--- config.mk ---
export PLATFORM = sky130hd
export DESIGN_NAME = position_ring_scheduler
export DESIGN_NICKNAME = d
export VERILOG_FILES = /design/src/rtl/md_ring_pkg.sv /design/src/rtl/ring_watchdog.sv /design/src/rtl/position_ring_scheduler.sv
export SDC_FILE = /design/constraint.sdc
export NUM_CORES = 1
export LEC_CHECK = 0
export CORE_MARGIN = 2
export CORE_UTILIZATION = 40
export DETAILED_ROUTE_END_ITERATION = 8
export GPL_ROUTABILITY_DRIVEN = 0
export PLACE_DENSITY_LB_ADDON = 0.1
export SETUP_SLACK_MARGIN = 0.15
export SLEW_MARGIN = 20
export SYNTH_ARGS = -nofsm -noshare
export SYNTH_HDL_FRONTEND = slang
export SYNTH_SLANG_ARGS = --single-unit
--- constraint.sdc ---
create_clock -name clk_i -period 1.8 [get_ports clk_i]
set_clock_uncertainty 0.1 [all_clocks]
set_input_delay 0.18 -clock clk_i [delete_from_list [all_inputs] [get_ports clk_i]]
set_output_delay 0.18 -clock clk_i [all_outputs]
set_load 0.1 [all_outputs]
--- src/rtl/md_ring_pkg.sv ---
// Shared definitions for the position ring and its timestep scheduler.
package md_ring_pkg;

  // Scheduler sequencing states for one timestep of neighbor-pair generation.
  typedef enum logic [2:0] {
    ST_IDLE,
    ST_CLEAR,
    ST_DISPATCH,
    ST_RUN,
    ST_DRAIN,
    ST_HANDOFF,
    ST_FINISH
  } sched_state_e;

  // Command broadcast to every ring node.
  localparam logic [1:0] DISP_IDLE     = 2'b00;  // also clears node neighbor outputs
  localparam logic [1:0] DISP_DISPATCH = 2'b01;
  localparam logic [1:0] DISP_HOLD     = 2'b10;
  localparam logic [1:0] DISP_CLEAR    = 2'b11;

  // Empty particle slot marker used by the ring nodes (bit 96 flags "no particle").
  localparam int PARTICLE_W = 128;
  localparam logic [PARTICLE_W-1:0] NULL_PARTICLE = PARTICLE_W'(1) << 96;

  // Ring command presented while the scheduler sits in a given state.
  function automatic logic [1:0] disp_for_state(input sched_state_e s);
    logic [1:0] d;
    case (s)
      ST_IDLE:     d = DISP_IDLE;
      ST_CLEAR:    d = DISP_CLEAR;
      ST_DISPATCH: d = DISP_DISPATCH;
      default:     d = DISP_HOLD;
    endcase
    return d;
  endfunction

endpackage

--- src/rtl/ring_watchdog.sv ---
// Wait-state watchdog: counts cycles spent in a wait state, restarts on every
// state change, and flags expiry once TIMEOUT cycles have elapsed.
module ring_watchdog
  import md_ring_pkg::*;
#(
  parameter int TIMEOUT = 65535
) (
  input  logic clk_i,
  input  logic reset_n_i,
  input  logic clear_i,
  input  logic enable_i,
  output logic expire_o
);

  // Expiry fires during the TIMEOUT-th counted cycle, so the state is left
  // after exactly TIMEOUT cycles of waiting.
  localparam logic [15:0] LIMIT = 16'(TIMEOUT - 1);

  logic [15:0] count_q;
  logic [15:0] count_d;

  // Next count: restart on state change, otherwise count while enabled (saturating).
  always_comb begin
    count_d = count_q;
    if (clear_i) begin
      count_d = '0;
    end else if (enable_i && (count_q != 16'hFFFF)) begin
      count_d = count_q + 16'd1;
    end
  end

  // Counter register.
  always_ff @(posedge clk_i or negedge reset_n_i) begin
    if (!reset_n_i) begin
      count_q <= '0;
    end else begin
      count_q <= count_d;
    end
  end

  assign expire_o = enable_i && (count_q >= LIMIT);

endmodule

--- src/rtl/position_ring_scheduler.sv ---
// Timestep scheduler for the position ring: clear, per-batch dispatch, wait for
// batch completion and ring drain, hand each latched neighbor set to the force
// pipeline, and flip the position double-buffer at timestep end.
module position_ring_scheduler
  import md_ring_pkg::*;
#(
  parameter int NNODES  = 8,
  parameter int TIMEOUT = 65535
) (
  input  logic              clk_i,
  input  logic              reset_n_i,
  input  logic              start_i,
  input  logic [NNODES-1:0] node_done_batch_i,
  input  logic [NNODES-1:0] node_done_all_i,
  input  logic [NNODES-1:0] node_in_flight_i,
  input  logic              nbr_ready_i,
  output logic [1:0]        dispatch_o,
  output logic              double_buffer_o,
  output logic              nbr_valid_o,
  output logic              busy_o,
  output logic              step_done_o,
  output logic              error_o,
  output logic [15:0]       batch_count_o
);

  sched_state_e state_q, state_d;
  logic         first_q, first_d;          // next DISPATCH is the first of the step
  logic         final_q, final_d;          // the batch just drained was the last
  logic         clean_q, clean_d;          // one ring-empty cycle already seen in DRAIN
  logic [15:0]  batch_count_q, batch_count_d;
  logic         error_q, error_d;
  logic         double_buffer_q, double_buffer_d;
  logic [1:0]   dispatch_q;
  logic         nbr_valid_q;
  logic         busy_q;
  logic         step_done_q;

  logic         wd_expire;
  logic         wd_clear;
  logic         wd_enable;
  logic         all_done_batch;
  logic         all_done_all;
  logic         ring_empty;

  assign all_done_batch = &node_done_batch_i;
  assign all_done_all   = &node_done_all_i;
  assign ring_empty     = (node_in_flight_i == '0);

  assign wd_enable = (state_q == ST_RUN) || (state_q == ST_DRAIN) || (state_q == ST_HANDOFF);
  assign wd_clear  = (state_d != state_q);

  ring_watchdog #(
    .TIMEOUT (TIMEOUT)
  ) u_watchdog (
    .clk_i     (clk_i),
    .reset_n_i (reset_n_i),
    .clear_i   (wd_clear),
    .enable_i  (wd_enable),
    .expire_o  (wd_expire)
  );

  // Next-state and flag logic; watchdog expiry takes priority over progress.
  always_comb begin
    state_d         = state_q;
    first_d         = first_q;
    final_d         = final_q;
    clean_d         = clean_q;
    batch_count_d   = batch_count_q;
    error_d         = error_q;
    double_buffer_d = double_buffer_q;
    case (state_q)
      ST_IDLE: begin
        if (start_i) begin
          state_d       = ST_CLEAR;
          batch_count_d = '0;
          error_d       = 1'b0;
        end
      end
      ST_CLEAR: begin
        state_d = ST_DISPATCH;
        first_d = 1'b1;
        final_d = 1'b0;
      end
      ST_DISPATCH: begin
        if (batch_count_q != 16'hFFFF) begin
          batch_count_d = batch_count_q + 16'd1;
        end
        first_d = 1'b0;
        // Every dispatch after the first latches a finished neighbor set.
        state_d = first_q ? ST_RUN : ST_HANDOFF;
      end
      ST_RUN: begin
        if (wd_expire) begin
          state_d = ST_IDLE;
          error_d = 1'b1;
        end else if (all_done_batch) begin
          state_d = ST_DRAIN;
          final_d = all_done_all;
          clean_d = 1'b0;
        end
      end
      ST_DRAIN: begin
        // Two consecutive empty cycles cover one ring hop of latency.
        if (wd_expire) begin
          state_d = ST_IDLE;
          error_d = 1'b1;
        end else if (ring_empty) begin
          if (clean_q) begin
            state_d = ST_DISPATCH;
          end else begin
            clean_d = 1'b1;
          end
        end else begin
          clean_d = 1'b0;
        end
      end
      ST_HANDOFF: begin
        if (wd_expire) begin
          state_d = ST_IDLE;
          error_d = 1'b1;
        end else if (nbr_ready_i && nbr_valid_q) begin
          state_d = final_q ? ST_FINISH : ST_RUN;
        end
      end
      ST_FINISH: begin
        state_d         = ST_IDLE;
        double_buffer_d = ~double_buffer_q;
      end
      default: begin
        state_d = ST_IDLE;
      end
    endcase
  end

  // State, flags and registered outputs derived from the upcoming state.
  always_ff @(posedge clk_i or negedge reset_n_i) begin
    if (!reset_n_i) begin
      state_q         <= ST_IDLE;
      first_q         <= 1'b0;
      final_q         <= 1'b0;
      clean_q         <= 1'b0;
      batch_count_q   <= '0;
      error_q         <= 1'b0;
      double_buffer_q <= 1'b0;
      dispatch_q      <= DISP_IDLE;
      nbr_valid_q     <= 1'b0;
      busy_q          <= 1'b0;
      step_done_q     <= 1'b0;
    end else begin
      state_q         <= state_d;
      first_q         <= first_d;
      final_q         <= final_d;
      clean_q         <= clean_d;
      batch_count_q   <= batch_count_d;
      error_q         <= error_d;
      double_buffer_q <= double_buffer_d;
      dispatch_q      <= disp_for_state(state_d);
      nbr_valid_q     <= (state_d == ST_HANDOFF);
      busy_q          <= (state_d != ST_IDLE);
      step_done_q     <= (state_d == ST_FINISH);
    end
  end

  assign dispatch_o      = dispatch_q;
  assign double_buffer_o = double_buffer_q;
  assign nbr_valid_o     = nbr_valid_q;
  assign busy_o          = busy_q;
  assign step_done_o     = step_done_q;
  assign error_o         = error_q;
  assign batch_count_o   = batch_count_q;

endmodule

==> impl_metrics.ini <==
[worst_setup_path]
cp_slowest_cell = dfrtp_1
critPathCaptureType = flip-flop
startpoint_type = flip-flop
worst_ep_arrival_time_ns = 2.12
crit_path_cell_trace = ha_2 -> o211ai_1 -> a21oi_2 -> a22oi_2 -> o21ai_4 -> buf_12 -> buf_8 -> buf_6 -> nor3_4
critical_path_class = reg -> reg
cp.required_ns = 1.93
path_max_fanout = 7
slowest_delay_ns = 0.39
crit_family = compound AO/OA/AOI/OAI gates
r2r_slack_ns = -0.19
worst-path-buf-inv = 3

[sta]
finalCriticalPeriod_ns = 1.99
maxSlewHeadroom_pct = 68.6
setup_tns_ns = -2.78
worstMarginPinSlew_ns = 0.470
hold_violations = 0
timing.final.ws_setup_ns = -0.186
period_share_pct = 110
setup_viol = 28
rsz0062_at_grt = yes
slew_viol_final = 0
fmax_mhz = 504
hold_slack_ns = 0.277

[floorplanning]
rows = 29
ioPinCount = 51
die-area_um2 = 7210
initial_core_util_pct = 41.2
die_w_um = 84.9
dieHeight_um = 84.9
core_um2 = 6350

[min_path]
hp-class = in -> async

[drt]
wl_mm = 7.70
drt.antenna.violating_nets = 0
dr.pass1.iters = 4
drtIter0Drc = 75
vias_per_cell = 5.47
drc = 0
vias = 2655
wire_per_inst_um = 15.9

[cts]
path_clk_slew_ns = 0.09
clock_sinks = 45
numCtsBuffers = 5
tritoncts = built
insertion_delay_ns = 0.30
cts_max_level = 2
clk_path_buf_depth = 2
cts_root_buf = clkbuf_8

[power]
fin_total_pwr_mw = 5.82
p_per_area_nw_per_um2 = 1220
vdd_drop_max_mv = 1.08
p_leak_nw = 1.86

[cells_and_area]
final_cell_mix = buf_4, clkdlybuf4s50_1, buf_12, dfrtp_1, xnor2_1
num_antenna_cells = 0
final_cell_count_no_fill = 485
layout_commonest_cell = buf_4
area_growth_pct = 81.7
fin_area_um2 = 4760
finish.net_count = 438
final_util_pct = 74.9
drive_gt1_share_pct = 51.7

[global_route]
grt_pass1_wl_mm = 12.4
grt_usage_pct = 21.2
first_global_vias = 2653
antenna_found_initial = 0
met3_usage_pct = 3.89
grt-ovfl-total = 0
grt_busiest_layer = met2
grt_use_met2_pct = 37.4
grt_max_degree = 46
grtUsageMet1_pct = 26.3

[yosys]
ys_seq_elements = 45
synth.distinct_cells = 55
syn_area_um2 = 2620
ys_seq_area_share_pct = 43.0
yosysWarnings = 0
ys.flop_type = dfrtp_1
ys_async_sr_fraction_pct = 100
synth_nets = 299
avgSynthCellArea_um2 = 9.77
syn_inst = 268
synth_edf_count = 0

[placement]
dp_cells = 450
post-place-ws_ns = -0.272
io_buffers = 50
hpwl_mm = 4.88
dpl-instance-area_um2 = 3990

[status]
outcome = complete, but fails checks
failed_checks = setup timing

[flow_run]
cap_violations = 0
## area by class of cell
| cell class | instances | area, um2 |
|---|---|---|
| Inverter | 11 | 41.3 |
| Clock buffer | 5 | 68.8 |
| Tap cell | 77 | 96.3 |
| Fill cell | 402 | 1590 |
| Clock inverter | 3 | 65.1 |
| Multi-Input combinational cell | 202 | 1780 |
| Sequential cell | 45 | 1180 |
| Timing Repair Buffer | 142 | 1520 |
## where the power goes
part	total, mW	internal [mW]	switching [mW]
clock	0.925	0.552	0.373
sequential	1.32	1.18	0.140
combinational	3.58	1.63	1.94
total	5.82	3.36	2.46
## flip-flops by register name, indices dropped and copies added, names as in the netlist
| register | count |
|---|---|
| final_q | 1 |
| nbr_valid_o | 1 |
| clean_q | 1 |
| double_buffer_o | 1 |
| busy_o | 1 |
| first_q | 1 |
| batch_count_o | 16 |
| dispatch_o | 2 |
| u_watchdog.count_q | 16 |
| state_q | 3 |
| error_o | 1 |
| step_done_o | 1 |
## routing by layer
layer	wire, um	vias to the layer above	share of wire [%]
li1	-	1258	-
met1	3190	1304	41
met2	4060	72	53
met3	262	21	3.4
met4	184	0	2.4
met5	0	-	0
## worst reg2reg max path, cell delays in order (launching register included)
cell and delay (ns):
dfrtp_1 0.39, ha_2 0.18, o211ai_1 0.30, a21oi_2 0.09, a22oi_2 0.25, o21ai_4 0.09, buf_12 0.16, buf_8 0.14
buf_6 0.12, nor3_4 0.10
## cells by family (layout without fill, tap and decap cells)
kind of cell               Yosys count  in the layout  synth area share (%)
and+or+nand+nor                    121            121                  27.6
AOI/OAI and AO/OA                   53             53                  15.9
DFF                                 45             45                  43.0
xor gates and xnor gates            24             24                  8.03
buffers and inverters               21            161                  3.63
adders and majority gates            3              3                  1.43
muxes                                1              1                 0.430
## Yosys cell counts (2+ instances only)
cell type  instances  area [um2]
a2111oi_2          4        60.1
a211oi_1           9        67.6
a21oi_1            8        40.0
a311oi_1           2        17.5
a31oi_1            2        12.5
and2_1             2        12.5
and3_1             3        18.8
and4_1             2        17.5
buf_2              4        20.0
clkbuf_1           3        11.3
dfrtp_1           45        1130
ha_1               3        37.5
inv_1             11        41.3
nand2_1           20        75.1
nand2b_1           2        12.5
nand3_1           13        65.1
nand4_1            8        50.1
nor2_1            26        97.6
nor3_1            10        50.1
nor3_2            10         100
nor4_1            10        62.6
nor4b_1            2        17.5
o211ai_1           4        30.0
o21a_1             3        22.5
o21ai_0            7        35.0
o31ai_1            2        15.0
or3_1              2        12.5
xnor2_1           24         210
## path summary, 6_finish.rpt
kind,from,endpoint,cells past startpoint
max reg2reg,u_watchdog.count_q[1]$_DFFE_PN0P_,u_watchdog.count_q[7]$_DFFE_PN0P_,9
min in group clk_i,node_done_all_i[0],final_q$_DFFE_PN0P_,3
max,u_watchdog.count_q[1]$_DFFE_PN0P_,u_watchdog.count_q[7]$_DFFE_PN0P_,9
max in group asynchronous,reset_n_i,batch_count_o[0]$_DFFE_PN0P_,3
min reg2reg,clean_q$_DFFE_PN0P_,clean_q$_DFFE_PN0P_,2
min,reset_n_i,batch_count_o[14]$_DFFE_PN0P_,3
## repair_timing
action / in CTS / in global routing
pin swaps: 38 / 23
buffers inserted: 16 / 10
endpoints found under the hold margin: 45 / 0
gates resized for setup: 50 / 27
hold buffers: 1 / 0
endpoints found under the setup margin: 42 / 43
Power figures use the tool's default switching activity.
